===== config.mk =====
export PLATFORM = sky130hd
export DESIGN_NAME = ibex_mult_pext_seq
export DESIGN_NICKNAME = d
export VERILOG_FILES = /design/src/rtl/ibex_pkg_pext.sv /design/src/rtl/ibex_mult_pext_seq.sv
export SDC_FILE = /design/constraint.sdc
export NUM_CORES = 1
export LEC_CHECK = 0
export BUFFER_PORTS_ARGS = -buffer_cell sky130_fd_sc_hd__buf_4
export CAP_MARGIN = 5
export CORE_AREA = 2 2 39 41
export DETAILED_ROUTE_END_ITERATION = 6
export DIE_AREA = 0 0 41 43
export PLACE_DENSITY_LB_ADDON = 0.08
export SYNTH_ARGS = -nofsm -noshare
export SYNTH_HDL_FRONTEND = slang
export SYNTH_SLANG_ARGS = --single-unit
export TNS_END_PERCENT = 10

===== constraint.sdc =====
create_clock -name clk_i -period 1.2 [get_ports clk_i]
set_input_delay 0.24 -clock clk_i [delete_from_list [all_inputs] [get_ports clk_i]]
set_output_delay 0.24 -clock clk_i [all_outputs]
set_load 0.02 [all_outputs]

===== src/rtl/ibex_pkg_pext.sv =====
// Shared types for the P/M-extension multiplier sequencer: mode encoding, FSM states
// and the meaning of each bit of the decoded cycle-count field.
package ibex_pkg_pext;

    typedef enum logic [1:0] {
        M8x8   = 2'd0,
        M16x16 = 2'd1,
        M32x16 = 2'd2,
        M32x32 = 2'd3
    } mult_pext_mode_e;

    typedef enum logic [1:0] {
        IDLE   = 2'd0,
        MUL_HI = 2'd1,
        ACCUM  = 2'd2
    } mult_seq_state_e;

    localparam int MULT_CYC_EXTRA_BIT = 0;
    localparam int MULT_CYC_ACCUM_BIT = 1;

endpackage


===== src/rtl/ibex_mult_pext_seq.sv =====
// Cycle sequencer for the shared P/M multiplier: phase selects, intermediate writes, adder request.
// Optional multi-cycle-op counter enabled by defining IBEX_PEXT_MULT_PERF_EN.
module ibex_mult_pext_seq
    import ibex_pkg_pext::*;
#(
    parameter int PerfCntWidth = 16
) (
    input  logic                    clk_i,
    input  logic                    rst_i,
    input  logic                    mult_en_i,
    input  logic                    kill_i,
    input  logic [1:0]              cycle_count_i,
    input  logic [1:0]              mult_mode_i,
    input  logic                    alu_gnt_i,
    output logic                    mult_phase_o,
    output logic                    imd_we_o,
    output logic                    alu_req_o,
    output logic                    valid_o,
    output logic                    busy_o,
    output logic [1:0]              mode_q_o,
    output logic [PerfCntWidth-1:0] perf_cnt_o
);

    mult_seq_state_e state_q, state_d;
    mult_pext_mode_e mode_q;
    logic            accum_q;
    logic            latch_en;

    // Only the accumulate bit survives past IDLE; the extra-phase bit is consumed when choosing the next state.
    always_ff @(posedge clk_i) begin
        if (rst_i) begin
            state_q <= IDLE;
            mode_q  <= M32x32;
            accum_q <= 1'b0;
        end else begin
            state_q <= state_d;
            if (latch_en) begin
                mode_q  <= mult_pext_mode_e'(mult_mode_i);
                accum_q <= cycle_count_i[MULT_CYC_ACCUM_BIT];
            end
        end
    end

    always_comb begin
        state_d      = state_q;
        latch_en     = 1'b0;
        mult_phase_o = 1'b0;
        imd_we_o     = 1'b0;
        alu_req_o    = 1'b0;
        valid_o      = 1'b0;

        case (state_q)
            IDLE: begin
                if (mult_en_i) begin
                    if (cycle_count_i == 2'b00) begin
                        valid_o = 1'b1;
                    end else begin
                        imd_we_o = 1'b1;
                        latch_en = 1'b1;
                        state_d  = cycle_count_i[MULT_CYC_EXTRA_BIT] ? MUL_HI : ACCUM;
                    end
                end
            end
            MUL_HI: begin
                mult_phase_o = 1'b1;
                if (accum_q) begin
                    imd_we_o = 1'b1;
                    state_d  = ACCUM;
                end else begin
                    valid_o = 1'b1;
                    state_d = IDLE;
                end
            end
            ACCUM: begin
                alu_req_o = 1'b1;
                if (alu_gnt_i) begin
                    valid_o = 1'b1;
                    state_d = IDLE;
                end
            end
            default: state_d = IDLE;
        endcase

        // A flush or reset wins over any grant and must not leave a half-written intermediate.
        if (kill_i || rst_i) begin
            state_d   = IDLE;
            latch_en  = 1'b0;
            imd_we_o  = 1'b0;
            alu_req_o = 1'b0;
            valid_o   = 1'b0;
        end
    end

    assign busy_o   = (state_q != IDLE);
    assign mode_q_o = mode_q;

`ifdef IBEX_PEXT_MULT_PERF_EN
    logic                    perf_inc;
    logic [PerfCntWidth-1:0] perf_cnt_q;

    assign perf_inc = valid_o && (state_q != IDLE);

    always_ff @(posedge clk_i) begin
        if (rst_i) begin
            perf_cnt_q <= '0;
        end else if (perf_inc) begin
            perf_cnt_q <= perf_cnt_q + PerfCntWidth'(1);
        end
    end

    assign perf_cnt_o = perf_cnt_q;
`else
    assign perf_cnt_o = '0;
`endif

endmodule


---- After elaboration in Yosys (flattened, before gate mapping) ----
Index checks and enable logic that the tools add are counted.
cells by class
  equal/unequal tests ..................... 5
  multiplexer cells ....................... 22
  reduce and logical (&&, ||, !) cells .... 6
operators with widths
  cell                  number
  $mux W1               14
  $mux W2               5
  $ne A2 B2 Y1 const B  3
  $pmux W2 S3           1
  $logic_not A2 Y1      2
  $pmux W1 S3           1
  $reduce_and A3 Y1     1
  $eq A2 B1 Y1 const B  1
  $eq A2 B2 Y1 const B  1
  $pmux W1 S2           1
  $reduce_bool A2 Y1    1
  $reduce_or A2 Y1      1
  $logic_or A1 B1 Y1    1
word-level totals
  register bits ........................... 5
  logic and storage cells ................. 36

---- Longest topological paths before layout ----
  depth after elaboration ................. 5
  mapped depth ............................ 3
  gate-level depth less buffers ........... 3

---- Worst setup path before layout ----
No wires, ideal clock.
  kind .................................... flip-flop to output port
  start ................................... register state_q[0]
  end ..................................... output port imd_we_o
  arrival ................................. 1,488 ps
  data required time ...................... 960 ps
  slack ................................... -528 ps
  cell stages (with the launch flop) ...... 4
  buffers on the path ..................... 0
  path through ............................ dfxtp_1 -> nor2b_1 -> nand2_1 -> a211oi_1
on the way
  cells in the longest elaborated chain, start to end .. 3
  elaborated cells on any way between the ends .. 4
  classes of those cells .................. eq/ne: 1; mux: 2; reduce/logical: 1
ends and longest elaborated chain
  item                                                     line                      text
  start: declaration                                       ibex_mult_pext_seq.sv:24  mult_seq_state_e state_q, state_d;
  start signal: assignment                                 ibex_mult_pext_seq.sv:36  state_q <= state_d;
  $eq A2 B1 Y1 / $logic_not A2 Y1 (equally long branches)  ibex_mult_pext_seq.sv:52  case (state_q)
  $pmux W1 S2 *                                            ibex_mult_pext_seq.sv:52
  $mux W1 *                                                ibex_mult_pext_seq.sv:85  if (kill_i || rst_i) begin
  end: declaration                                         ibex_mult_pext_seq.sv:16  output logic imd_we_o,
Every way passes the cells marked *; elsewhere a longest branch is shown, timed or not.

---- Worst setup path in the final report ----
Ends and elaborated chain as after synthesis.

==> reports/results.ini <==
[outcome]
run_status = finished, violations left
failed_checks = negative setup slack

[placed_design]
gp_congestion = 0.7327
dp_hpwl_um = 731.4
placement.io_buffers = 15
placed_cell_area_um2 = 605.6
placed_cells = 92

[clock_tree]
sinks_on_clock_net = 5
h-tree-depth = 1
max-clock-path-buffers = 2
cts_tree = yes
worstSkewPairLatency_ps = 240
cts_buffers = 3
cts_hold_repair.buffers = 0
cts_root_buffer = clkbuf_4
clkSlewWorstSetupHoldPaths_ps = 50

[grt]
antenna_found_initial = 0
met2_use_gr_pct = 17.19
pin_count_of_the_biggest_net_entering_global_routing = 8
grt_first_pass_wirelength_mm = 1.442
overall_global_routing_usage_pct = 11.75
grt_pass1_vias = 351
grt-busiest-layer = met2
grt_overflow_total = 0
grt.met1_usage_pct = 16.08
use_met3_pct = 3.141

[min_path]
worstHoldPathType = primary input to flop

[sta]
timing.final.setup_violations = 8
maxClockFrequency_ghz = 0.6515
grt_setup_unrepaired = yes
fin_crit_ps = 1535
timing.hold.ws_ps = 262.8
final_hold_viol_count = 0
postLayoutSetupSlackWorst_ps = -335.0
final.period_utilization_pct = 127.9
timing.clock.skew_ps = 3.020
slew_violations = 0

[logic_synthesis]
netlist_top_cells_area = buf_4 28%, dfxtp_1 24%, nor4b_1 6.2%, mux2i_1 4.7%, nor2_1 4.4%
syn_area_per_cell_um2 = 8.292
post_synth_inst_count = 51
synthesis.yosys.warnings = 0
synth_cell_types = 23
postSynthRegisterBits = 5
post_synth_instance_area_um2 = 422.9
synth.yosys.seq_area_share_pct = 23.67
yosysTopAreaCellShare_pct = 28.40
synthDominantAreaCellType = buf_4

[floorplan]
die-height_um = 43
core_area_mm2 = 0.001384
boundaryPins = 32
floorplan.initialDensity_pct = 30.56
die_boundary_width_um = 41
rows = 14
die_area_mm2 = 0.001763

[setup_path]
kind_of_critical_path = flop to primary output
cpLargestDelayFamily = compound AO/OA/AOI/OAI gates
worst-endpoint-required_ps = 960
critPathBufInv = 1
timing.critical_path.to_type = primary output
worst_setup_path_start_kind = flop
critPathSlowestCell = dfxtp_2
cpPeakStageDelay_ps = 340
cp_cell_sequence = nor3b_4 -> o21ai_2 -> a211oi_4 -> buf_6
timing.critical_path.arrival_ps = 1290
critical_path.max_fanout = 5

[drt]
initialDrtViolationCount = 4
routedWlPerCell_um = 9.255
detailed_route_wl_um = 907
drc_errors = 0
final_antenna_net_count = 0
route.detailed.vias_per_inst = 4.071
num_vias = 399
detail_route.first_pass.iterations = 4

[layout]
multi_input_area_um2 = 306.5
mostFrequentLayoutCells = 24 x buf_4, 16 x conb_1, 5 x nor2_1, 5 x buf_6
final_layout_size_suffix_gt1_share_pct = 54.88
seq_area_um2 = 105.1
instances_no_fill = 98
num-fill-cells = 138
final_core_utilization_pct = 50.45
post_route_cell_area_um2 = 698.2
layout.nets = 92
final_common_cell = buf_4
layout-area-overhead-vs-synth_pct = 65.09
num_antenna_cells = 0

[power_and_ir_drop]
ir_worst_vdd_v = 0.0004961
report.power.total_uw = 548.5
cellPowerDensity_mw_per_mm2 = 785.6
leakagePower_uw = 0.0003208

[run]
drv_cap = 0

[final cells by class]
type,instances,area share (%)
timing repair buffer,29,33.87
sequential,5,15.05
clock buffer,4,3.763
inverter,1,0.5376
tap,16,2.867
multi-input combinational,43,43.91
[worst reg2reg max path, cell delays in order (launching register included)]
cell and delay [ps]:
dfxtp_2 340, or4b_4 560, nor2_4 120, mux2i_1 190
[kinds of logic (layout without fill, tap and decap cells)]
| logic type | Yosys count | after routing | share of synthesized area (%) |
|---|---|---|---|
| buffers and inverters | 18 | 34 | 30.18 |
| other | 1 | 16 | 0.8867 |
| DFF | 5 | 5 | 23.67 |
| muxes | 2 | 2 | 4.734 |
| AOI/OAI and AO/OA | 7 | 7 | 10.65 |
| and+or+nand+nor | 18 | 18 | 29.88 |
[per-stage QoR]
stage               setup TNS, ps  setup WS, ps
floorplan                  -437.0        -230.6
global placement           -546.9        -181.2
detailed placement         -544.4        -189.0
CTS                         -1253        -342.7
global route                -1725        -396.7
finish                      -1248        -335.0
[cells in the mapped netlist, drive strengths merged]
library cell	instances
buf	16
nor2	6
dfxtp	5
nor4b	3
o21ai	3
mux2i	2
nor2b	2
a211oi	1
a21oi	1
a221oi	1
a311oi	1
clkbuf	1
conb	1
inv	1
nand2	1
nand3	1
nand3b	1
nor3b	1
or2	1
or3b	1
or4b	1
[what timing repair did]
action                                  CTS  global route
hold endpoints to repair                  0             0
setup buffers                             2             0
endpoints found under the setup margin    9             9
gates resized for setup                  11             5
pin swaps                                 4             2
[state kept, by name (all words and copies together) (netlist names)]
| register | cells |
|---|---|
| state_q | 2 |
| mode_q_o | 2 |
| accum_q | 1 |
[power by group]
part	switching, uW	leakage [uW]	internal [uW]
clock network	66.5	0.0000150	126
logic	102	0.000264	75.3
registers	6.95	0.0000420	172
[routing by layer]
| layer | up-vias | routed length (um) |
|---|---|---|
| li1 | 205 | - |
| met1 | 180 | 395 |
| met2 | 14 | 463 |
| met3 | 0 | 49 |
| met4 | 0 | 0 |
| met5 | - | 0 |
[worst paths after layout]
check	end	depth (start not counted)	startpoint	slack, ps
worst min-delay path	mode_q_o[0]$_SDFFE_PP1P_	3	mult_mode_i[0]	260
worst max register to register	mode_q_o[1]$_SDFFE_PP1P_	3	state_q[0]$_SDFFE_PP0P_	-80
worst min register to register	mode_q_o[0]$_SDFFE_PP1P_	2	mode_q_o[0]$_SDFFE_PP1P_	510
worst max-delay path	imd_we_o	4	state_q[0]$_SDFFE_PP0P_	-330
No activity file was read; power rests on OpenSTA's default activity.
